File: config.mk
export PLATFORM = sky130hd
export DESIGN_NAME = ace_ccu_excl_monitor
export DESIGN_NICKNAME = d
export VERILOG_FILES = /design/src/rtl/ace_ccu_excl_monitor.sv
export SDC_FILE = /design/constraint.sdc
export NUM_CORES = 1
export LEC_CHECK = 0
export BUFFER_PORTS_ARGS = -buffer_cell sky130_fd_sc_hd__buf_2
export CAP_MARGIN = 20
export CELL_PAD_IN_SITES_DETAIL_PLACEMENT = 1
export CELL_PAD_IN_SITES_GLOBAL_PLACEMENT = 1
export CORE_ASPECT_RATIO = 1.1
export CORE_MARGIN = 3
export CORE_UTILIZATION = 30
export CTS_BUF_LIST = sky130_fd_sc_hd__clkbuf_8
export DETAILED_ROUTE_END_ITERATION = 8
export PLACE_DENSITY_LB_ADDON = 0.1
export SYNTH_ARGS = -nofsm -noshare
export SYNTH_HDL_FRONTEND = slang
export SYNTH_SLANG_ARGS = --single-unit
File: constraint.sdc
create_clock -name clk_i -period 3.5 [get_ports clk_i]
set_clock_uncertainty 0.15 [all_clocks]
set_input_delay 0.7 -clock clk_i [delete_from_list [all_inputs] [get_ports clk_i]]
set_output_delay 0.7 -clock clk_i [all_outputs]
set_load 0.05 [all_outputs]
File: src/rtl/ace_ccu_excl_monitor.sv
// Exclusive-access monitor: one cache-line reservation per requester, EXOKAY/OKAY decision per exclusive store.
// Optional decision counters enabled by defining ACE_CCU_EXCL_STATS_EN.
//
// state | meaning
// IDLE  | no decision pending, resp_valid_o=0
// RESP  | registered decision presented, resp_valid_o=1
module ace_ccu_excl_monitor #(
  parameter int unsigned AxiAddrWidth = 64,
  parameter int unsigned NumMasters   = 4,
  parameter int unsigned AmAddrBase   = 6,
  parameter int unsigned IdWidth      = (NumMasters > 1) ? $clog2(NumMasters) : 1
) (
  input  logic                    clk_i,
  input  logic                    rst_ni,
  input  logic                    ld_valid_i,
  output logic                    ld_ready_o,
  input  logic [IdWidth-1:0]      ld_id_i,
  input  logic [AxiAddrWidth-1:0] ld_addr_i,
  input  logic                    st_valid_i,
  output logic                    st_ready_o,
  input  logic [IdWidth-1:0]      st_id_i,
  input  logic [AxiAddrWidth-1:0] st_addr_i,
  input  logic                    clr_valid_i,
  input  logic [AxiAddrWidth-1:0] clr_addr_i,
  output logic                    resp_valid_o,
  input  logic                    resp_ready_i,
  output logic [IdWidth-1:0]      resp_id_o,
  output logic                    resp_exokay_o
`ifdef ACE_CCU_EXCL_STATS_EN
  ,
  output logic [15:0]             succ_cnt_o,
  output logic [15:0]             fail_cnt_o
`endif
);

  localparam int unsigned TagW = AxiAddrWidth - AmAddrBase;

  typedef enum logic {IDLE, RESP} state_e;

  state_e                state_q, state_d;
  logic [NumMasters-1:0] vld_q, vld_d;
  logic [TagW-1:0]       tag_q [NumMasters];
  logic [TagW-1:0]       tag_d [NumMasters];
  logic [TagW-1:0]       ld_tag, st_tag, clr_tag;
  logic                  st_hs, ld_hs, st_ok;
  logic [IdWidth-1:0]    id_q;
  logic                  exokay_q;

  assign ld_tag  = ld_addr_i[AxiAddrWidth-1:AmAddrBase];
  assign st_tag  = st_addr_i[AxiAddrWidth-1:AmAddrBase];
  assign clr_tag = clr_addr_i[AxiAddrWidth-1:AmAddrBase];

  assign resp_valid_o  = (state_q == RESP);
  assign resp_id_o     = id_q;
  assign resp_exokay_o = exokay_q;
  assign st_ready_o    = !resp_valid_o | resp_ready_i;
  assign ld_ready_o    = !(st_valid_i & st_ready_o);
  assign st_hs         = st_valid_i & st_ready_o;
  assign ld_hs         = ld_valid_i & ld_ready_o;

  // Clear, then store, then load; each step sees the previous one's result.
  // Ids beyond NumMasters match no slot, so their loads vanish and stores fail.
  always_comb begin
    vld_d = vld_q;
    tag_d = tag_q;
    st_ok = 1'b0;
    for (int m = 0; m < NumMasters; m++) begin
      if (clr_valid_i && tag_q[m] == clr_tag) vld_d[m] = 1'b0;
    end
    for (int m = 0; m < NumMasters; m++) begin
      if (st_id_i == IdWidth'(m) && vld_d[m] && tag_q[m] == st_tag) st_ok = 1'b1;
    end
    if (st_hs) begin
      for (int m = 0; m < NumMasters; m++) begin
        if ((st_ok && tag_q[m] == st_tag) || st_id_i == IdWidth'(m)) vld_d[m] = 1'b0;
      end
    end
    if (ld_hs) begin
      for (int m = 0; m < NumMasters; m++) begin
        if (ld_id_i == IdWidth'(m)) begin
          vld_d[m] = 1'b1;
          tag_d[m] = ld_tag;
        end
      end
    end
  end

  always_comb begin
    state_d = state_q;
    if (st_hs) begin
      state_d = RESP;
    end else if (state_q == RESP && resp_ready_i) begin
      state_d = IDLE;
    end
  end

  always_ff @(posedge clk_i or negedge rst_ni) begin
    if (!rst_ni) begin
      state_q  <= IDLE;
      vld_q    <= '0;
      id_q     <= '0;
      exokay_q <= 1'b0;
      for (int m = 0; m < NumMasters; m++) tag_q[m] <= '0;
    end else begin
      state_q <= state_d;
      vld_q   <= vld_d;
      tag_q   <= tag_d;
      if (st_hs) begin
        id_q     <= st_id_i;
        exokay_q <= st_ok;
      end
    end
  end

`ifdef ACE_CCU_EXCL_STATS_EN
  always_ff @(posedge clk_i or negedge rst_ni) begin
    if (!rst_ni) begin
      succ_cnt_o <= '0;
      fail_cnt_o <= '0;
    end else if (st_hs) begin
      if (st_ok && succ_cnt_o != 16'hFFFF) succ_cnt_o <= succ_cnt_o + 16'd1;
      if (!st_ok && fail_cnt_o != 16'hFFFF) fail_cnt_o <= fail_cnt_o + 16'd1;
    end
  end
`endif

endmodule
# After elaboration in Yosys (flattened, before gate mapping)
# Cells that the tools add are included.
[totals]
word_cells = 75
output_inout_bits = 6
reg_bits = 240
in_bits = 202
[op_classes]
n_eq_ne = 14
mux = 20
reduce_logical = 30
n_bitwise = 3
[ops]
columns = ["cell", "count"]
rows = [
  ["58-bit equality test", 8],
  ["1-bit two-way mux", 18],
  ["1-bit logical AND", 17],
  ["2-bit equality test, second input constant", 4],
  ["4-bit two-way mux", 2],
  ["2-bit AND reduction", 4],
  ["2-bit by 1-bit equality test with 1-bit output, second input constant", 2],
  ["2-bit zero test", 2],
  ["1-bit logical OR", 4],
  ["1-bit AND", 2],
  ["1-bit zero test", 2],
  ["2-bit nonzero test", 1],
  ["1-bit OR", 1],
]

# Logic depth before layout (Yosys ltp)
# Gate-level depths: netlist (run 1).
[logic_depth]
depth_word = 15
depth_mapped = 9
mapped_depth_nobuf = 8

# Least setup slack after synthesis (run 1)
# Ideal clock, no wire load.
[synth_path]
kind = "in2reg"
from = "input resp_ready_i"
to = "register tag_q[219] (netlist name)"
cell_stages = 7
path_buffers = 1
setup_ns = 0.125
required_ns = 3.225
setup_slack_ns = 0.255
arrival_time_ns = 2.970
path_cell_list = "nand2b_1 > and2_1 > inv_2 > nand2_1 > nor3_2 > clkbuf_1 > mux2_2"
[synth_between]
elab_chain_len = 5
[synth_lines]
columns = ["item", "line", "text"]
rows = [
  ["start, declared", "26", "input logic resp_ready_i,"],
  ["1-bit OR", "56", "assign st_ready_o = !resp_valid_o | resp_ready_i;"],
  ["1-bit AND", "57", "assign ld_ready_o = !(st_valid_i & st_ready_o);"],
  ["1-bit zero test", "57", ""],
  ["via ld_ready_o", "16", "output logic ld_ready_o,"],
  ["1-bit AND", "59", "assign ld_hs = ld_valid_i & ld_ready_o;"],
  ["2-bit AND reduction (no line)", "-", ""],
  ["end signal, assigned", "107", "tag_q <= tag_d;"],
  ["end, declared", "42", "logic [TagW-1:0] tag_q [NumMasters];"],
]
# The timed path passes the listed nets, and every way through them passes these cells.
# A chain may end at the register's enable or synchronous reset.

# Worst setup path in the final report (run 1)
[layout_path]
from = "register tag_q[171] (netlist name)"
to = "register vld_q[0]"
[layout_between]
elab_chain_len = 14
word_cells_on_any_way = 15
classes_between = "2 x eq/ne; 8 x mux; 5 x reduce/logical"
[layout_lines]
columns = ["item", "line", "text"]
rows = [
  ["58-bit equality test", "68", "if (clr_valid_i && tag_q[m] == clr_tag) vld_d[m] = 1'b0;"],
  ["1-bit logical AND", "68", ""],
  ["1-bit two-way mux", "68", ""],
  ["1-bit logical AND", "71", "if (st_id_i == IdWidth'(m) && vld_d[m] && tag_q[m] == st_tag) st_ok = 1'b1;"],
  ["1-bit logical AND *", "71", ""],
  ["1-bit two-way mux * (3 in a row)", "71", ""],
  ["1-bit logical AND *", "75", "if ((st_ok && tag_q[m] == st_tag) || st_id_i == IdWidth'(m)) vld_d[m] = 1'b0;"],
  ["1-bit logical OR *", "75", ""],
  ["1-bit two-way mux *", "75", ""],
  ["4-bit two-way mux *", "73", "if (st_hs) begin"],
  ["1-bit two-way mux", "80", "if (ld_id_i == IdWidth'(m)) begin"],
  ["4-bit two-way mux *", "78", "if (ld_hs) begin"],
  ["via vld_d[0]", "41", "logic [NumMasters-1:0] vld_q, vld_d;"],
  ["end signal, assigned", "106", "vld_q <= vld_d;"],
  ["end, declared", "41", ""],
]
# Mark *: on every way through the listed nets, which the timed path passes. The rest lies on a longest branch.

==> results.txt, run 1 <==
Fin nets - 1,741
Post-CTS setup buffers - 0
H-Tree Depth - 2
Synth async-reset ratio - 1.00
GRT Total Usage - 0.283
CP Launch Type - flop
Initial antenna violation count - 1
Leakage - 0.00742 µW
Vias per cell - 5.22
Least-Margin Pin Slew - 0.834 ns
Crit-path cells - xor2_1, nor4_1, nand4_1, buf_4, nor4_1, buf_4, nand2_1, o21bai_1, o22a_2, a31oi_1
Layout cell share with drive strength beyond 1 - 0.250
DRT iter0 DRCs - 866
Max Buffers Root-to-Sink - 3
DRC Markers - 0
Area grow syn2layout - 22.6%
Synthesized Nets - 1,457
Critical path arrival - 3.51 ns
I/O pins - 208
Distinct cells, synth - 47
First-pass GRT wire length - 97,100 µm
Clk Latency, worst-skew pair - 0.63 ns
Fmax - 316 MHz
Reg clk slew, reported paths - 0.06 ns
Post-synth EDFFs - 0
Worst slack at placement - -0.0392 ns
Required time of the worst setup path - 3.85 ns
Reg area - 6010 µm²
Most frequent cells in the layout - 240 x dfrtp_1, 228 x xor2_1, 188 x buf_2, 164 x xnor2_1, 162 x mux2_1
IO buf count - 189
Post-Syn Instances - 1,255
Max-slew violation count - 0
Area occupied by multi-input gates - 7930 µm²
Min Tclk post-route - 3.16 ns
Initial core utilization - 0.304
Tot Pwr - 10,400 µW
Seq cells post-synth - 240
Sink Count - 240
Setup ws final - 0.339 ns
Syn Std Cell Area - 14,200 µm²
CTS tree - yes
Wire per inst - 32.1 µm
Die height - 235 µm
Vias - 11,500
Crit share post-route - 0.903
# Max-Cap Violations - 0
Die Area - 50,100 µm²
Crit Path Max Fanout - 5
Largest net degree at the start of global routing - 93
CTS buffer count - 47
Status - completed
Seq/Total Area, Yosys - 0.422
Clock root buffer master - clkbuf_8
CP Capture Type - flop
Slowest CP cell - nor4_1
Overflow after GRT - 0
Yosys warns - 0
Peak supply drop - 0.256 mV
Commonest non-fill, non-tap cell in the layout - dfrtp_1
Hold Path Class - input port to flop
Die W - 214 µm
Avg Inst Size Synth - 11.4 µm²
Post-route ant nets - 0
CP bufs+invs - 2
Post-DP HPWL - 58,400 µm
Num rows - 83
Worst path top cell family by delay - simple AND/OR/NAND/NOR gates
FILL cells - 5,211
Worst stage delay on the critical path - 0.55 ns
Iteration count of the initial detailed-routing pass - 4
Pwr/cell area - 594 nW/µm²
Post-Route WL - 70,900 µm
Unrepaired setup endpoints after global routing - false
TNS Setup - 0 ns
Routability congestion estimate - 1.01
Core area - 46,800 µm²
Final Hold Vio Count - 0
# diodes - 0
Top_reg_cell synth - dfrtp_1
Vias in the first global route - 12,100
Final setup vio count - 0
Reg2reg setup slack - 0.34 ns
Crit path kind - flop to flop
Rel. slew slack - 0.444
WHS - 0.113 ns
-- synth_stat cells, types with 7 or more instances --
library cell | number | area share
o22ai_1 | 21 | 0.0092
nand3_1 | 9 | 0.0032
nor2_1 | 13 | 0.0034
o21ai_0 | 22 | 0.0077
clkbuf_1 | 15 | 0.0040
nor4_1 | 70 | 0.031
nor3_1 | 7 | 0.0025
xnor2_1 | 164 | 0.10
o2111ai_1 | 7 | 0.0043
nand2_1 | 27 | 0.0071
inv_1 | 46 | 0.012
nor2b_1 | 16 | 0.0070
buf_2 | 10 | 0.0035
xor2_1 | 228 | 0.14
nand4_1 | 57 | 0.025
a22o_1 | 7 | 0.0043
mux2_2 | 52 | 0.041
mux2_1 | 162 | 0.13
dfrtp_1 | 240 | 0.42
nand2b_1 | 23 | 0.010
-- path summary, 6_finish.rpt --
| kind | start | cells after the start | to |
|---|---|---|---|
| min in group asynchronous | rst_ni | 2 | tag_q[182] |
| worst max register to register | tag_q[171] | 10 | vld_q[0] |
| worst min-delay path | st_valid_i | 2 | resp_valid_o |
| max in group asynchronous | rst_ni | 3 | tag_q[230] |
| worst min register to register | resp_id_o[1] | 2 | resp_id_o[1] |
| worst max-delay path | tag_q[171] | 10 | vld_q[0] |
-- final cells by class --
class / instances / area share
clock inverters: 27 / 0.00659
flip-flops and latches: 240 / 0.344
repair buffers: 266 / 0.0951
multi-input cells: 930 / 0.454
well taps: 637 / 0.0456
inverters: 54 / 0.0116
clock buffers: 55 / 0.0433
-- power breakdown --
| group | leakage, µW | total, µW | internal, µW | switching [µW] |
|---|---|---|---|---|
| combinational | 0.00404 | 3380 | 1380 | 2000 |
| clock | 0.000521 | 2750 | 1420 | 1330 |
| sequential | 0.00286 | 4250 | 3410 | 845 |
| total | 0.00742 | 10400 | 6200 | 4180 |
-- cell families (layout without fill, tap and decap cells) --
kind of cell | after synthesis | in the layout | share of synthesized area
simple gates | 228 | 228 | 0.0927
mux | 214 | 214 | 0.169
xor+xnor | 392 | 392 | 0.241
buf+inv | 85 | 402 | 0.0233
compound gates | 96 | 96 | 0.0523
flops | 240 | 240 | 0.422
-- registers in the layout, summed over array words and instances (netlist names) --
name	flops
resp_valid_o	1
resp_exokay_o	1
tag_q	232
vld_q	4
resp_id_o	2
-- per-layer routing --
layer | track usage | vias to the layer above | wire length, µm
li1 | - | 5012 | -
met4 | 0.0967 | 0 | 2670
met2 | 0.468 | 397 | 33400
met5 | 0 | - | 0
met1 | 0.380 | 6034 | 31500
met3 | 0.0411 | 90 | 3350
-- stage by stage --
stage	utilization	instances	cell area [µm²]
floorplan	-	1255	14200
global placement	0.354	2126	16600
detailed placement	0.354	2126	16600
CTS	0.373	2209	17500
global route	0.373	2209	17500
finish	0.373	2209	17500
-- repair_timing --
action	4_1_cts	5_1_grt
setup endpoints to repair	0	0
hold buffers	1	0
endpoints found under the hold margin	17	0
gates resized for setup	0	0
Note: power is estimated with default switching activity, not from simulation.
==> run 2: changes to the inputs <==
--- a/config.mk
+++ b/config.mk
@@ -8,3 +8,2 @@
 export BUFFER_PORTS_ARGS = -buffer_cell sky130_fd_sc_hd__buf_2
-export CAP_MARGIN = 20
 export CELL_PAD_IN_SITES_DETAIL_PLACEMENT = 1
==> constraint.sdc (replaced) <==
create_clock -name clk_i -period 3.5 [get_ports clk_i]
set_clock_uncertainty 0.15 [all_clocks]
set_input_delay 0.35 -clock clk_i [delete_from_list [all_inputs] [get_ports clk_i]]
set_output_delay 0.35 -clock clk_i [all_outputs]
set_load 0.05 [all_outputs]
==> results.txt, run 2 (synthesis gave the netlist of run 1 again) <==
Die height - 235 µm (unchanged)
Cells resized by post-CTS repair - 0 (unchanged)
Initial core utilization - 0.304 (unchanged)
GRT Total Usage - 0.285 (+0.00242)
DRC Markers - 0 (unchanged)
Vias - 11,700 (+1.1%)
Unrepaired setup endpoints after global routing - false
Post-CTS setup buffers - 0 (unchanged)
CP Capture Type - flop
Routability congestion estimate - 0.963 (-4.7%)
Crit Path Max Fanout - 5 (unchanged)
Most common cell on crit path - nor4_1
Peak supply drop - 0.273 mV (+6.8%)
Iteration count of the initial detailed-routing pass - 5 (+1)
Critical path arrival - 3.46 ns (-0.05 ns)
Crit-path cells - xor2_1, nor4_1, nand4_1, nor4_1, buf_4, nand2_1, o21bai_1, o22a_2, a22oi_2
TNS Setup - 0 ns (unchanged)
Hold Path Depth - 5 (+3)
Least-Margin Pin Slew - 0.900 ns (+0.0659 ns)
Sink Count - 240 (unchanged)
WP depth - 9 (-1)
Die W - 214 µm (unchanged)
Largest register by flop count - tag_q
First-pass GRT wire length - 98,100 µm (+1.0%)
Final setup vio count - 0 (unchanged)
WHS - 0.165 ns (+0.0526 ns)
Fin nets - 1,777 (+2.1%)
Post-route ant nets - 0 (unchanged)
Post-DP HPWL - 58,000 µm (-0.65%)
Crit path kind - flop to flop
Reg2Reg Depth - 9 (-1)
Post-Route WL - 71,500 µm (+0.82%)
Max-slew violation count - 0 (unchanged)
Core area - 46,800 µm² (unchanged)
Die Area - 50,100 µm² (unchanged)
Reg clk slew, reported paths - 0.06 ns (about the same)
Vias per cell - 5.18 (-0.72%)
Leakage - 0.00760 µW (+2.3%)
Initial antenna violation count - 0 (-1)
CP bufs+invs - 1 (-1)
Max Buffers Root-to-Sink - 3 (unchanged)
Clk Latency, worst-skew pair - 0.66 ns (+0.03 ns)
Required time of the worst setup path - 3.83 ns (-0.02 ns)
Reg2reg setup slack - 0.37 ns (+0.03 ns)
Hold Path Class - input port to flop
Num rows - 83 (unchanged)
Slowest CP cell - nor4_1
# Max-Cap Violations - 0 (unchanged)
CTS tree - yes
IO buf count - 189 (unchanged)
Clock root buffer master - clkbuf_8
Fmax - 319 MHz (+0.88%)
Max reg flops - 232 (unchanged)
Setup crit start - tag_q[171]
Status - completed
CTS buffer count - 47 (unchanged)
Layout cell share with drive strength beyond 1 - 0.233 (-0.0166)
Most frequent cells in the layout - 240 x dfrtp_1, 228 x xor2_1, 188 x buf_2, 164 x xnor2_1, 162 x mux2_1
H-Tree Depth - 2 (unchanged)
Final Hold Vio Count - 0 (unchanged)
R2R Path End - vld_q[3]
Pwr/cell area - 595 nW/µm² (+0.19%)
DRT iter0 DRCs - 729 (-16%)
Worst path top cell family by delay - simple AND/OR/NAND/NOR gates
Wire per inst - 31.8 µm (-1.0%)
Worst stage delay on the critical path - 0.62 ns (+0.07 ns)
Largest net degree at the start of global routing - 102 (+9.7%)
Rel. slew slack - 0.400 (-0.0439)
Overflow after GRT - 0 (unchanged)
I/O pins - 208 (unchanged)
CP Launch Type - flop
Crit share post-route - 0.895 (-0.00791)
Post-CTS Hold Buffers - 63 (+62)
Commonest non-fill, non-tap cell in the layout - dfrtp_1
Vias in the first global route - 12,300 (+1.1%)
Min Tclk post-route - 3.13 ns (-0.0277 ns)
Area grow syn2layout - 26.3%
Worst R2R Start - tag_q[171]
Critical Path End - vld_q[3]
-- run 2: final cells by class --
cell class / instances / area [µm²]
fill: 5206 / 28900
multi-input combinational: 930 / 7930
sequential: 240 / 6010
timing repair buffer: 302 / 2060
clock buffer: 60 / 826
tap: 637 / 797
inverter: 54 / 203
clock inverter: 25 / 161
antenna: 2 / 5.00
-- run 2: through the flow --
| step | cell area, µm² | util | instances | setup slack (ns) | total power (µW) |
|---|---|---|---|---|---|
| 2_1_floorplan | 14200 | - | 1255 | 0.300 | 5660 |
| 3_3_place_gp | 16400 | 0.349 | 2100 | 0.261 | 7550 |
| 3_5_place_dp | 16400 | 0.349 | 2100 | 0.268 | 7580 |
| 4_1_cts | 18000 | 0.384 | 2248 | 0.341 | 10800 |
| 5_1_grt | 18000 | 0.384 | 2248 | 0.221 | 11100 |
| 6_report | 18000 | 0.384 | 2250 | 0.367 | 10700 |
-- run 2: worst min-delay path by stage --
stage,start,endpoint,slack [ns]
floorplan,rst_ni,resp_exokay_o,-0.1
global placement,resp_id_o[0],resp_id_o[0],0.31
detailed placement,resp_id_o[1],resp_id_o[1],0.32
CTS,resp_ready_i,resp_id_o[0],0.13
global route,resp_ready_i,resp_id_o[0],0.23
finish,resp_ready_i,resp_id_o[0],0.17
-- run 2: layer usage --
| layer | vias up | GRT usage | wire, µm | share of wire |
|---|---|---|---|---|
| met1 | 6130 | 0.383 | 31800 | 0.45 |
| li1 | 5084 | - | - | - |
| met2 | 355 | 0.472 | 33800 | 0.47 |
| met5 | - | 0 | 0 | 0 |
| met3 | 93 | 0.0355 | 3250 | 0.045 |
| met4 | 0 | 0.106 | 2680 | 0.037 |
-- run 2: worst reg2reg max path: cells and delay by family (launching register included) --
| family | cells | cell delay [ns] |
|---|---|---|
| flops | 1 | 0.42 |
| buf+inv | 1 | 0.23 |
| simple gates | 4 | 1.47 |
| xor+xnor | 1 | 0.24 |
| compound gates | 3 | 0.47 |
-- run 2: where the power goes --
group | total (µW) | switching, µW | internal (µW)
logic | 3420 | 2040 | 1380
registers | 4220 | 817 | 3410
clock network | 3070 | 1380 | 1680
